==> config.mk <==
export PLATFORM = sky130hd
export DESIGN_NAME = uart_rx
export DESIGN_NICKNAME = d
export VERILOG_FILES = /design/src/rtl/uart_rx.sv
export SDC_FILE = /design/constraint.sdc
export NUM_CORES = 1
export LEC_CHECK = 0
export ABC_AREA = 1
export BUFFER_PORTS_ARGS = -buffer_cell sky130_fd_sc_hd__buf_2
export CAP_MARGIN = 20
export CORE_MARGIN = 8
export CORE_UTILIZATION = 45
export DETAILED_ROUTE_END_ITERATION = 10
export GPL_TIMING_DRIVEN = 1
export HOLD_SLACK_MARGIN = 0.1
export PLACE_DENSITY_LB_ADDON = 0.1
export SETUP_SLACK_MARGIN = 0.3
export SLEW_MARGIN = 20
export SYNTH_ARGS = -nofsm -noshare
export SYNTH_HDL_FRONTEND = slang
export SYNTH_SLANG_ARGS = --single-unit
==> constraint.sdc <==
create_clock -name i_clk -period 3.4 [get_ports i_clk]
set_input_delay 0.17 -clock i_clk [delete_from_list [all_inputs] [get_ports i_clk]]
set_output_delay 0.17 -clock i_clk [all_outputs]
set_load 0.03 [all_outputs]
==> src/rtl/uart_rx.sv <==
// uart_rx: 8N1 serial receiver. A two-flop synchroniser feeds a single
// registered FSM. The FSM samples each bit once, at the middle of the bit,
// and reports a good byte or a framing error with a one-cycle pulse.
module uart_rx #(
  parameter int CLK_CY_PER_BIT = 87
) (
  input  logic       i_clk,
  input  logic       i_rst_n,
  input  logic       i_Rx_Serial,
  output logic       o_Rx_Dv,
  output logic [7:0] o_Rx_Byte,
  output logic       o_Rx_Frame_Err,
  output logic       o_Rx_Active
);

  // Mid-bit offset measured from the first low sample of the start bit.
  localparam int HALF_BIT = (CLK_CY_PER_BIT - 1) / 2;

  // The START state is entered on cycle 1 with the counter at 0, so the start
  // check at cycle HALF_BIT happens when the counter reads HALF_BIT-1.
  localparam logic [7:0] START_LAST = 8'(HALF_BIT - 1);
  // Between sample points the counter runs 0..CLK_CY_PER_BIT-1.
  localparam logic [7:0] BIT_LAST   = 8'(CLK_CY_PER_BIT - 1);

  typedef enum logic [2:0] {
    S_IDLE    = 3'd0,
    S_START   = 3'd1,
    S_DATA    = 3'd2,
    S_STOP    = 3'd3,
    S_CLEANUP = 3'd4,
    S_BREAK   = 3'd5
  } state_t;

  logic       rx_meta_q;
  logic       rx_sync_q;
  logic       s_rx;

  state_t     state_q;
  logic [7:0] cnt_q;
  logic [2:0] idx_q;
  logic [7:0] shift_q;
  logic [7:0] byte_q;
  logic       dv_q;
  logic       err_q;
  logic       active_q;

  // Two-flop synchroniser; both stages reset to the idle (high) line level.
  always_ff @(posedge i_clk or negedge i_rst_n) begin
    if (!i_rst_n) begin
      rx_meta_q <= 1'b1;
      rx_sync_q <= 1'b1;
    end else begin
      rx_meta_q <= i_Rx_Serial;
      rx_sync_q <= rx_meta_q;
    end
  end

  assign s_rx = rx_sync_q;

  // Receive FSM: bit timing, data assembly and the registered status outputs.
  always_ff @(posedge i_clk or negedge i_rst_n) begin
    if (!i_rst_n) begin
      state_q  <= S_IDLE;
      cnt_q    <= 8'd0;
      idx_q    <= 3'd0;
      shift_q  <= 8'd0;
      byte_q   <= 8'd0;
      dv_q     <= 1'b0;
      err_q    <= 1'b0;
      active_q <= 1'b0;
    end else begin
      // Pulses last a single cycle unless re-asserted below.
      dv_q  <= 1'b0;
      err_q <= 1'b0;
      case (state_q)
        S_IDLE: begin
          cnt_q    <= 8'd0;
          idx_q    <= 3'd0;
          active_q <= 1'b0;
          if (!s_rx) begin
            state_q  <= S_START;
            active_q <= 1'b1;
          end
        end

        S_START: begin
          if (cnt_q == START_LAST) begin
            cnt_q <= 8'd0;
            if (s_rx) begin
              // Line went back high before mid start bit: a glitch.
              state_q  <= S_IDLE;
              active_q <= 1'b0;
            end else begin
              state_q <= S_DATA;
              idx_q   <= 3'd0;
            end
          end else begin
            cnt_q <= cnt_q + 8'd1;
          end
        end

        S_DATA: begin
          if (cnt_q == BIT_LAST) begin
            cnt_q          <= 8'd0;
            shift_q[idx_q] <= s_rx;
            if (idx_q == 3'd7) begin
              idx_q   <= 3'd0;
              state_q <= S_STOP;
            end else begin
              idx_q <= idx_q + 3'd1;
            end
          end else begin
            cnt_q <= cnt_q + 8'd1;
          end
        end

        S_STOP: begin
          if (cnt_q == BIT_LAST) begin
            cnt_q    <= 8'd0;
            active_q <= 1'b0;
            if (s_rx) begin
              byte_q  <= shift_q;
              dv_q    <= 1'b1;
              state_q <= S_CLEANUP;
            end else begin
              // Low stop bit: framing error, then wait out any break.
              err_q   <= 1'b1;
              state_q <= S_BREAK;
            end
          end else begin
            cnt_q <= cnt_q + 8'd1;
          end
        end

        S_CLEANUP: begin
          active_q <= 1'b0;
          state_q  <= S_IDLE;
        end

        S_BREAK: begin
          active_q <= 1'b0;
          if (s_rx) begin
            state_q <= S_IDLE;
          end
        end

        default: begin
          state_q  <= S_IDLE;
          cnt_q    <= 8'd0;
          idx_q    <= 3'd0;
          active_q <= 1'b0;
        end
      endcase
    end
  end

  assign o_Rx_Dv        = dv_q;
  assign o_Rx_Byte      = byte_q;
  assign o_Rx_Frame_Err = err_q;
  assign o_Rx_Active    = active_q;

endmodule

### After elaboration in Yosys (flattened, before gate mapping)

Cells that the tools add are included.

* input port bits: 3
* word-level logic and storage cells: 72
* register bits: 35

* $add $sub $neg: 2
* bitwise logic cells: 2
* equality and inequality tests: 16
* muxes and demuxes: 30
* reductions and logical operators: 10
* magnitude comparators: 2

Operators by type and width (count)
* 2-to-1 mux 3 bit: 10
* case mux 8 bit (3 select lines): 1
* 2-to-1 mux 8 bit: 2
* inequality test 2 bit (second input constant): 8
* case mux 3 bit (5 select lines): 1
* 2-to-1 mux 1 bit: 11
* equality test 3 bit (second input constant): 3
* case mux 3 bit (3 select lines): 1
* adder 8 x 1 -> 8 bit (second input constant): 1
* bitwise mux 8 bit: 1
* equality test 8 x 6 -> 1 bit (second input constant): 1
* equality test 8 x 7 -> 1 bit (second input constant): 1
* AND reduction 4 bit: 2
* equality test 3 x 2 -> 1 bit (second input constant): 2
* AND reduction 6 bit: 1
* < comparator 3 x 4 -> 1 bit (second input constant): 1
* case mux 1 bit (4 select lines): 1
* OR reduction 2 bit: 2
* adder 3 x 1 -> 3 bit (second input constant): 1
* demux 1 bit (select 3 bit): 1
* equality test 3 x 1 -> 1 bit (second input constant): 1
* greater-or-equal comparator 3 x 1 -> 1 bit (second input constant): 1
* zero test 3 bit: 1
* AND reduction 3 bit: 1
* other kinds (5): 6

### Logic depth before layout (Yosys ltp)

* depth after elaboration: 5
* depth in mapped cells: 12

### Least setup slack after synthesis

No wires, ideal clock.

* kind: register to register
* from: reg cnt_q[0]
* to: reg cnt_q[5]
* clock period less this slack: 1.456 ns
* path buffers: 1
* library setup time: 0.113 ns
* setup slack: 1.944 ns
* arrival: 1.343 ns
* cell stages (with the launch flop): 11
* data required time: 3.287 ns
* cell sequence: dfrtp_1 -> inv_1 -> ha_1 -> nand3_1 -> nor2_1 -> nor2_1 -> nor2_1 -> buf_4 -> nand2_1 -> nand2_1 -> inv_1

* cells in the longest elaborated chain, start to end: 3

Ends and longest elaborated chain
* start: declaration: RTL line 39 `logic [7:0] cnt_q;`
* start signal: assignment: RTL line 98 `cnt_q <= cnt_q + 8'd1;`
* start signal: assignment: RTL line 113 `cnt_q <= cnt_q + 8'd1;`
* start signal: assignment: RTL line 131 `cnt_q <= cnt_q + 8'd1;`
* adder 8 x 1 -> 8 bit (tied with other cells): RTL line 98, 113, 131
* 2-to-1 mux 8 bit, on equally long branches: RTL line 103, 118, 87
* case mux 8 bit (3 select lines) (*): RTL line 75 `case (state_q)`

Mark *: on every way between the ends. The rest lies on a longest branch, timed or not.
A chain may end at the register's enable or synchronous reset.

### Worst setup path after layout

* from: reg cnt_q[0]
* to: reg idx_q[0]

* cells in the longest elaborated chain, start to end: 3

Ends and longest elaborated chain
* equality test 8 x 7 -> 1 bit or equality test 8 x 6 -> 1 bit (tied branches): RTL line 103, 87
* inequality test 2 bit (no line)
* AND reduction 4 bit (no line) (*)
* end signal: assignment: RTL line 110 `idx_q <= idx_q + 3'd1;`
* end: declaration: RTL line 40 `logic [2:0] idx_q;`

Marks and branches as above.

==> impl_metrics.csv <==
group,metric,value,unit
run_status,status,"complete, no violations",
min_path,worstHoldEndpoint,"rx_sync_q$_DFF_PN1_",
yosys,ys_warn_count,0,
setup_path,ff2ff_path_depth,9,
min_path,hold_path.class,"reg2reg",
min_path,min_path_cells,0,
setup_path,critical_path_class,"reg2reg",
detailed_routing,avgViaCountPerCell,4.79,
yosys,seq_area_frac_synth,51.4,%
yosys,yosys-top-cells-count,"nand2_1 (72), dfrtp_1 (33), inv_1 (24), nand3_1 (24), nor2_1 (23)",
sta,whs,356,ps
placement,port_buffers,13,
sta,clock.fmax,516,MHz
detailed_routing,num_vias,1359,
detailed_routing,dr.pass1.iters,4,
yosys,synth_area_leaders,"dfrtp_1 (48%), nand2_1 (16%), nand3_1 (7.0%), inv_1 (5.3%), nor2_1 (5.1%)",
setup_path,arrival,2110,ps
clocking,insertion_delay,280,ps
detailed_routing,wl_met2,1300,um
setup_path,ff2ff_setup_slack,1460,ps
job,cap_violations,0,
pwr,p_leak,0.00106,uW
yosys,ys_ff_latch,35,
yosys,async_flop_share,100,%
global_routing,grt_pass1_vias,1233,
yosys,synth_edf_count,0,
setup_path,required,3570,ps
global_routing,grt_pass1_wl,5620,um
floorplanning,die_height,77.6,um
yosys,ys_types,21,
clocking,cts_buffers,5,
detailed_routing,detail-route-antenna-nets,0,
sta,slew_violations,0,
yosys,synth_nets,222,
sta,worst_slew_pin_slew,758,ps
sta,finClkSkew,7.68,ps
clocking,ctsHtreeMaxLevel,2,
sta,period_minus_slack,1940,ps
detailed_routing,wl_met1,1740,um
global_routing,antenna_found_initial,0,
clocking,root_buffer,"clkbuf_8",
finish,fin_nets,242,
global_routing,gr-usage-all-layers,11.4,%
floorplanning,die-area,6020,sq um
clocking,clock_sinks,35,
clocking,postCtsHoldBufs,2,
clocking,clk_pin_slew_worst_paths,70,ps
global_routing,overflow,0,
detailed_routing,route.met3.wl,166,um
sta,fin_tns_setup,0,ps
finish,diodes,0,
sta,rsz0062_at_grt,"no",
setup_path,r2r-start,"cnt_q[0]$_DFFE_PN0N_",
setup_path,endpoint_kind,"register",
detailed_routing,finalWirelength,3250,um
sta,setup-violations-final,0,
clocking,postCtsResizedCells,0,
setup_path,crit_path_start_kind,"register",
detailed_routing,drtIter0Drc,62,
detailed_routing,routed.top_layer,"met4",
global_routing,grt_max_degree,36,
setup_path,worstPathMaxFanout,11,
yosys,synth_ff_type,"dfrtp_1",
finish,syn_to_final_growth,13.9,%
detailed_routing,drc_errors,0,
yosys,yosysMostFrequentCell,"nand2_1",
clocking,clock_path_buffers,2,
setup_path,reg2reg_to,"idx_q[0]$_DFFE_PN0P_",
placement,gp_congestion,0.843,
yosys,netlist.area_leader.share,48.4,%
floorplanning,start_util,46.7,%
floorplanning,num_io_pins,14,
yosys,syn_area_per_cell,7.94,sq um
clocking,cts_tree,"built",
finish,drive_gt1_share,11.9,%
floorplanning,coreArea,3660,sq um
pwr,powerDensity,610,nW/um^2
floorplanning,die_w,77.6,um
yosys,synthCells,215,
sta,relSlewSlack,49.5,%
clocking,cts_setup_buffers,0,
min_path,min_from,"rx_meta_q$_DFF_PN1_",
sta,hold_viol_final,0,
yosys,synth_area,1710,sq um
sta,fin_crit_sh,57.0,%
floorplanning,num_rows,22,
placement,dpl.hpwl,2340,um
detailed_routing,drt-wirelength-per-cell,11.4,um
pwr,irDropWorstVdd,0.308,mV
setup_path,crit_start,"cnt_q[0]$_DFFE_PN0N_",
yosys,synth_area_leader_cell,"dfrtp_1",
==> how the worst max path moves through the flow <==
stage,to,cells past startpoint,slack [ps]
final,idx_q[0]$_DFFE_PN0P_,9,1460
after global routing,idx_q[0]$_DFFE_PN0P_,9,1210
after CTS,idx_q[0]$_DFFE_PN0P_,9,1440
after detailed placement,idx_q[1]$_DFFE_PN0P_,9,1460
after global placement,idx_q[2]$_DFFE_PN0P_,9,1480
after floorplan,cnt_q[5]$_DFFE_PN0N_,10,1940
==> flip-flops by register name, indices dropped and copies added (netlist names) <==
signal          flops
shift_q             8
o_Rx_Frame_Err      1
o_Rx_Byte           8
rx_sync_q           1
state_q             3
rx_meta_q           1
o_Rx_Dv             1
o_Rx_Active         1
idx_q               3
cnt_q               8
==> metal layers <==
metal | track usage, % | vias to the layer above
li1 | - | 717
met1 | 15.7 | 611
met2 | 16.0 | 24
met3 | 3.92 | 7
met4 | 3.96 | 0
met5 | 0 | -
==> cell usage in the layout, fill, tap and decap left out <==
cell	n
a21oi_1	5
nor2_4	1
nand3_1	24
inv_1	24
xor2_1	4
dfstp_2	2
clkinvlp_4	1
nand3b_1	1
nor3_4	1
clkbuf_8	7
nor3_2	1
buf_2	13
o21ai_0	12
inv_2	1
dfrtp_1	33
nor2_1	23
o21ai_1	1
ha_1	4
dlygate4sd3_1	2
nor2_2	1
nand2_1	72
nand4_1	2
xnor2_1	1
==> power by group <==
part	internal [uW]	leakage [uW]	switching (uW)	total, uW
combinational	101	0.000532	238	339
clock	184	0.0000505	148	332
sequential	460	0.000474	55.8	516
==> final cells by class <==
| type | instances | area, sq um |
|---|---|---|
| tap | 48 | 60.1 |
| inverter | 25 | 93.8 |
| timing repair buffer | 15 | 85.1 |
| sequential | 35 | 878 |
| fill | 344 | 1720 |
| clock buffer | 7 | 96.3 |
| clock inverter | 1 | 7.51 |
| multi-input combinational | 153 | 724 |
==> critical path: stages, from the launching register on <==
cell     delay (ps)
dfrtp_1         410
inv_1            70
ha_1            180
nand3_1          70
nor2_1          220
nor2_1           70
nor2_1          490
nand2_1         180
nand2_1         100
nand2_1          50
==> cells by family (layout without fill, tap and decap cells) <==
kind of cell / Yosys count / after routing / synth area share, %
AOI/OAI and AO/OA: 18 / 18 / 5.27
adders and majority gates: 4 / 4 / 2.93
DFF: 35 / 35 / 51.4
xor gates and xnor gates: 5 / 5 / 2.56
buffers and inverters: 27 / 48 / 6.15
and+or+nand+nor: 126 / 126 / 31.6
==> through the flow <==
stage	worst slack, ps	total power [uW]	util (%)	cell area, sq um	std cells
detailed placement	1460	862	49.8	1820	274
CTS	1440	1190	53.1	1950	284
global route	1210	1280	53.1	1950	284
floorplan	1940	791	-	1710	215
global placement	1480	866	49.8	1820	274
finish	1460	1190	53.1	1950	284
Note: power is estimated with default switching activity, not from simulation.
